==> src/rtl/matrix_host.sv <==
`default_nettype none
// +----------------------------------------------------------------------------+
// | matrix_host                                                                |
// | Collects two 3x3 byte matrices, launches an external multiplier and        |
// | streams the nine result bytes out. Optional: MATRIX_HOST_TIMEOUT_EN.       |
// | Revision: 1.0                                                              |
// +----------------------------------------------------------------------------+
module matrix_host #(
  parameter int TIMEOUT_CYCLES = 64
) (
  input  logic       clk,
  input  logic       Reset,
  input  logic       in_valid,
  input  logic [7:0] in_data,
  output logic       in_ready,
  output logic [7:0] A00, A01, A02, A10, A11, A12, A20, A21, A22,
  output logic [7:0] B00, B01, B02, B10, B11, B12, B20, B21, B22,
  output logic       mm_load,
  input  logic       mm_done,
  input  logic [7:0] R00, R01, R02, R10, R11, R12, R20, R21, R22,
  output logic       out_valid,
  output logic [7:0] out_data,
  input  logic       out_ready,
  output logic       frame_done,
  output logic       err
);

  typedef enum logic [2:0] {
    S_COLLECT   = 3'd0,
    S_LAUNCH    = 3'd1,
    S_WAIT_BUSY = 3'd2,
    S_WAIT_DONE = 3'd3,
    S_DRAIN     = 3'd4
  } state_t;

  localparam logic [4:0] c_last_idx = 5'd17;
  localparam logic [3:0] c_last_k   = 4'd8;

  state_t     r_state;
  logic [4:0] r_idx;
  logic [3:0] r_k;
  logic [7:0] r_ab  [18];
  logic [7:0] r_buf [9];
  logic [7:0] r_out_data;
  logic       r_frame_done;
  logic [7:0] w_r   [9];
  logic       w_timeout;

`ifdef MATRIX_HOST_TIMEOUT_EN
  localparam logic [7:0] c_timeout = 8'(TIMEOUT_CYCLES);

  logic [7:0] r_timer;
  logic       r_err;
  logic [7:0] w_timer_next;

  assign w_timer_next = r_timer + 8'd1;
  assign w_timeout    = (r_state == S_WAIT_BUSY || r_state == S_WAIT_DONE) &&
                        (w_timer_next == c_timeout);
  assign err          = r_err;

  always_ff @(posedge clk) begin
    if (Reset) begin
      r_timer <= 8'd0;
      r_err   <= 1'b0;
    end else if (r_state == S_LAUNCH) begin
      r_timer <= 8'd0;
    end else if (r_state == S_WAIT_BUSY || r_state == S_WAIT_DONE) begin
      r_timer <= w_timer_next;
      if (w_timeout) r_err <= 1'b1;
    end
  end
`else
  localparam int c_unused_timeout = TIMEOUT_CYCLES;

  assign w_timeout = 1'b0;
  assign err       = 1'b0;
`endif

  assign in_ready   = (r_state == S_COLLECT);
  assign mm_load    = (r_state == S_LAUNCH);
  assign out_valid  = (r_state == S_DRAIN);
  assign out_data   = r_out_data;
  assign frame_done = r_frame_done;

  assign A00 = r_ab[0];  assign A01 = r_ab[1];  assign A02 = r_ab[2];
  assign A10 = r_ab[3];  assign A11 = r_ab[4];  assign A12 = r_ab[5];
  assign A20 = r_ab[6];  assign A21 = r_ab[7];  assign A22 = r_ab[8];
  assign B00 = r_ab[9];  assign B01 = r_ab[10]; assign B02 = r_ab[11];
  assign B10 = r_ab[12]; assign B11 = r_ab[13]; assign B12 = r_ab[14];
  assign B20 = r_ab[15]; assign B21 = r_ab[16]; assign B22 = r_ab[17];

  assign w_r[0] = R00; assign w_r[1] = R01; assign w_r[2] = R02;
  assign w_r[3] = R10; assign w_r[4] = R11; assign w_r[5] = R12;
  assign w_r[6] = R20; assign w_r[7] = R21; assign w_r[8] = R22;

  always_ff @(posedge clk) begin
    if (Reset) begin
      r_state      <= S_COLLECT;
      r_idx        <= 5'd0;
      r_k          <= 4'd0;
      r_out_data   <= 8'd0;
      r_frame_done <= 1'b0;
      for (int i = 0; i < 18; i++) r_ab[i] <= 8'd0;
      for (int i = 0; i < 9; i++) r_buf[i] <= 8'd0;
    end else begin
      r_frame_done <= 1'b0;
      case (r_state)
        S_COLLECT: begin
          if (in_valid) begin
            r_ab[r_idx] <= in_data;
            if (r_idx == c_last_idx) begin
              r_idx   <= 5'd0;
              r_state <= S_LAUNCH;
            end else begin
              r_idx <= r_idx + 5'd1;
            end
          end
        end
        S_LAUNCH: r_state <= S_WAIT_BUSY;
        S_WAIT_BUSY: begin
          // Wait for the multiplier to acknowledge the start before trusting done.
          if (w_timeout)     r_state <= S_COLLECT;
          else if (!mm_done) r_state <= S_WAIT_DONE;
        end
        S_WAIT_DONE: begin
          if (w_timeout) begin
            r_state <= S_COLLECT;
          end else if (mm_done) begin
            for (int i = 0; i < 9; i++) r_buf[i] <= w_r[i];
            r_out_data <= w_r[0];
            r_state    <= S_DRAIN;
          end
        end
        S_DRAIN: begin
          if (out_ready) begin
            if (r_k == c_last_k) begin
              r_k          <= 4'd0;
              r_frame_done <= 1'b1;
              r_state      <= S_COLLECT;
            end else begin
              r_k        <= r_k + 4'd1;
              r_out_data <= r_buf[r_k + 4'd1];
            end
          end
        end
        default: r_state <= S_COLLECT;
      endcase
    end
  end

endmodule
`default_nettype wire

==> config.mk <==
export PLATFORM = sky130hd
export DESIGN_NAME = matrix_host
export DESIGN_NICKNAME = d
export VERILOG_FILES = /design/src/rtl/matrix_host.sv
export SDC_FILE = /design/constraint.sdc
export NUM_CORES = 1
export LEC_CHECK = 0
export CAP_MARGIN = 30
export CORE_UTILIZATION = 49
export DETAILED_ROUTE_END_ITERATION = 7
export PLACE_DENSITY = 0.89
export SLEW_MARGIN = 20
export SYNTH_ARGS = -nofsm -noshare
export SYNTH_HDL_FRONTEND = slang
export SYNTH_SLANG_ARGS = --single-unit
==> constraint.sdc <==
create_clock -name clk -period 5.1 [get_ports clk]
set_input_delay 1.02 -clock clk [delete_from_list [all_inputs] [get_ports clk]]
set_output_delay 1.02 -clock clk [all_outputs]
set_load 0.01 [all_outputs]
==> impl_metrics.tcl <==
set metrics [dict create \
    num_rows 50 \
    synthDistinctLibCells 47 \
    cts_sinks 237 \
    skew_ns 0.0101 \
    setup_slack_ns 1.62 \
    leakagePower_nw 4.62 \
    finish.utilization_pct 69.0 \
    vias_per_cell 5.30 \
    cts_tree "done" \
    setup_viol 0 \
    yosysSeqAreaShare_pct 72.7 \
    crit_chain "inv_1 -> ha_1 -> buf_8 -> nor2b_1 -> a2111oi_0 -> a311oi_1 -> a221oi_1 -> o2bb2ai_1" \
    dr.first_iter.drc_count 535 \
    crit_slowest_cell "ha_1" \
    yosysWarnings 0 \
    worstSetupEndpointType "flip-flop" \
    power_mw 4.25 \
    hold_path_class "flip-flop to flip-flop" \
    drt_wl_total_um 23200 \
    post-place-ws_ns 1.18 \
    slew_viol_final 0 \
    synthFlopType "edfxtp_1" \
    gr-total-overflow 0 \
    layout_min_cycle_time_ns 3.48 \
    worst_pin_slew_ns 0.898 \
    vias 6406 \
    core_area_mm2 0.0188 \
    synth_area_leader_cell "edfxtp_1" \
    syn_inst 692 \
    finalHoldViolations 0 \
    firstDrtPassIters 5 \
    grt_usage_pct 23.0 \
    synth_edf_count 216 \
    clk_pin_slew_worst_paths_ns 0.06 \
    max_stage_delay_ns 0.82 \
    synth_area_leaders "edfxtp_1 (68%), and2_1 (5.9%), nor2_1 (5.6%), dfxtp_1 (4.4%), mux2i_1 (2.3%)" \
    hold_slack_ns 0.484 \
    antenna_found_initial 0 \
    dpl.cell_count 1163 \
    cts_resized 0 \
    status "finished clean" \
    crit_type "flip-flop to flip-flop" \
    grt_pass1_vias 6273 \
    diodes 0 \
    startpoint_type "flip-flop" \
    stdcell_count 1208 \
    cp.arrival_ns 3.87 \
    hpwl_um 16400 \
    slew_headroom_pct 39.7 \
    grt_pass1_wl_um 34500 \
    vdd_drop_max_mv 0.197 \
    critPathTopFamily "compound AO/OA/AOI/OAI gates" \
    async_flop_share_pct 0 \
    r2r_slack_ns 1.62 \
    die_h_um 141 \
    pin_count 242 \
    syn-num-nets 781 \
    maxCapViolations 0 \
    rsz0062_at_grt "no" \
    synth_area_per_cell_um2 13.7 \
    port_buffers 240 \
    die_width_um 141 \
    power_density_mw_per_mm2 327 \
    synth.most_common_cell "edfxtp_1" \
    cts_buffer_depth 3 \
    cp.required_ns 5.49 \
    gp_congestion 0.833 \
    path_max_fanout 17 \
    path_buf_inv 2 \
    fmax_ghz 0.287 \
    fin_nets 1020 \
    clockRootBuffer "clkbuf_16" \
    synth_top_area_share_pct 68.3 \
    postLayoutCellArea_mm2 0.0130 \
    h-tree-depth 1 \
    syn_area_mm2 0.00950 \
    ant_nets 0 \
    period_share_pct 68.3 \
    drc 0 \
    finalSetupTns_ns 0 \
    ys_ff_latch 237 \
    dieArea_mm2 0.0199 \
    cts_buffers 24 \
    grt_start_max_net_pins 73 \
    routedWlPerCell_um 19.2 \
    drive_gt1_share_pct 6.75 \
    postCtsSetupBuffers 0 \
    synth_common_cells "edfxtp_1 (216), nor2_1 (142), and2_1 (90)" \
    post_dp_cell_area_mm2 0.0122 \
    syn2layout_area_growth_pct 36.9 \
    clk-insertion-delay-late_ns 0.51 \
    cts_hold_buffers 0 \
    initial_utilization_pct 50.4 \
]
==> worst paths after layout <==
check / depth (start not counted) / start / to
hold / removal: 1 / out_data[2] / out_data[2]
hold reg to reg: 1 / out_data[2] / out_data[2]
setup / recovery: 8 / r_k[0] / out_data[7]
setup reg to reg: 8 / r_k[0] / out_data[7]
==> cell families after synthesis <==
| logic type | share of synthesized area, % |
|---|---|
| simple gates | 16.9 |
| flops | 72.7 |
| compound gates | 4.56 |
| buf+inv | 2.12 |
| mux | 2.79 |
| fa+ha+maj | 0.527 |
| xor+xnor | 0.277 |
| other cells | 0.0395 |
==> area by class of cell <==
| class | instances | area (µm²) |
|---|---|---|
| flip-flops and latches | 237 | 6910 |
| fillers | 1218 | 5830 |
| repair buffers | 250 | 2520 |
| multi-input cells | 404 | 2400 |
| clock buffers | 28 | 637 |
| well taps | 260 | 325 |
| clock inverters | 15 | 158 |
| inverters | 14 | 52.6 |
==> state kept, by name (all words and copies together) (netlist names) <==
name,cells
frame_done,1
r_ab,144
r_state,3
r_k,4
r_idx,5
out_data,8
r_buf,72
==> cell usage in the layout, fill, tap and decap left out, types with 6 or more instances in the layout <==
cell type,synthesis,final
a22oi_1,8,8
nor2_1,142,141
a221oi_1,7,7
o2bb2ai_1,7,7
nand2_2,6,6
clkdlybuf4s50_1,0,240
nand2_1,20,20
mux2i_1,22,22
dfxtp_1,21,21
a311oi_1,9,9
nor2b_1,10,10
nand2b_1,16,15
nor3_1,7,7
buf_4,2,6
clkbuf_16,0,25
a2111oi_0,7,7
edfxtp_1,216,216
and2_1,90,90
inv_1,14,14
a21oi_1,9,9
==> where the power goes <==
group          total [mW]  internal (mW)  switching, mW
clock                1.76           1.05          0.714
combinational       0.281          0.150          0.131
sequential           2.21           2.18         0.0273
total                4.25           3.37          0.872
==> routing by layer <==
layer / vias to the layer above / wire (µm) / global-route usage (%)
met3: 52 / 1870 / 4.59
met2: 359 / 12000 / 41.7
met4: 0 / 745 / 8.70
met1: 3060 / 8570 / 26.8
li1: 2935 / - / -
met5: - / 0 / 0
Power figures use the tool's default switching activity.
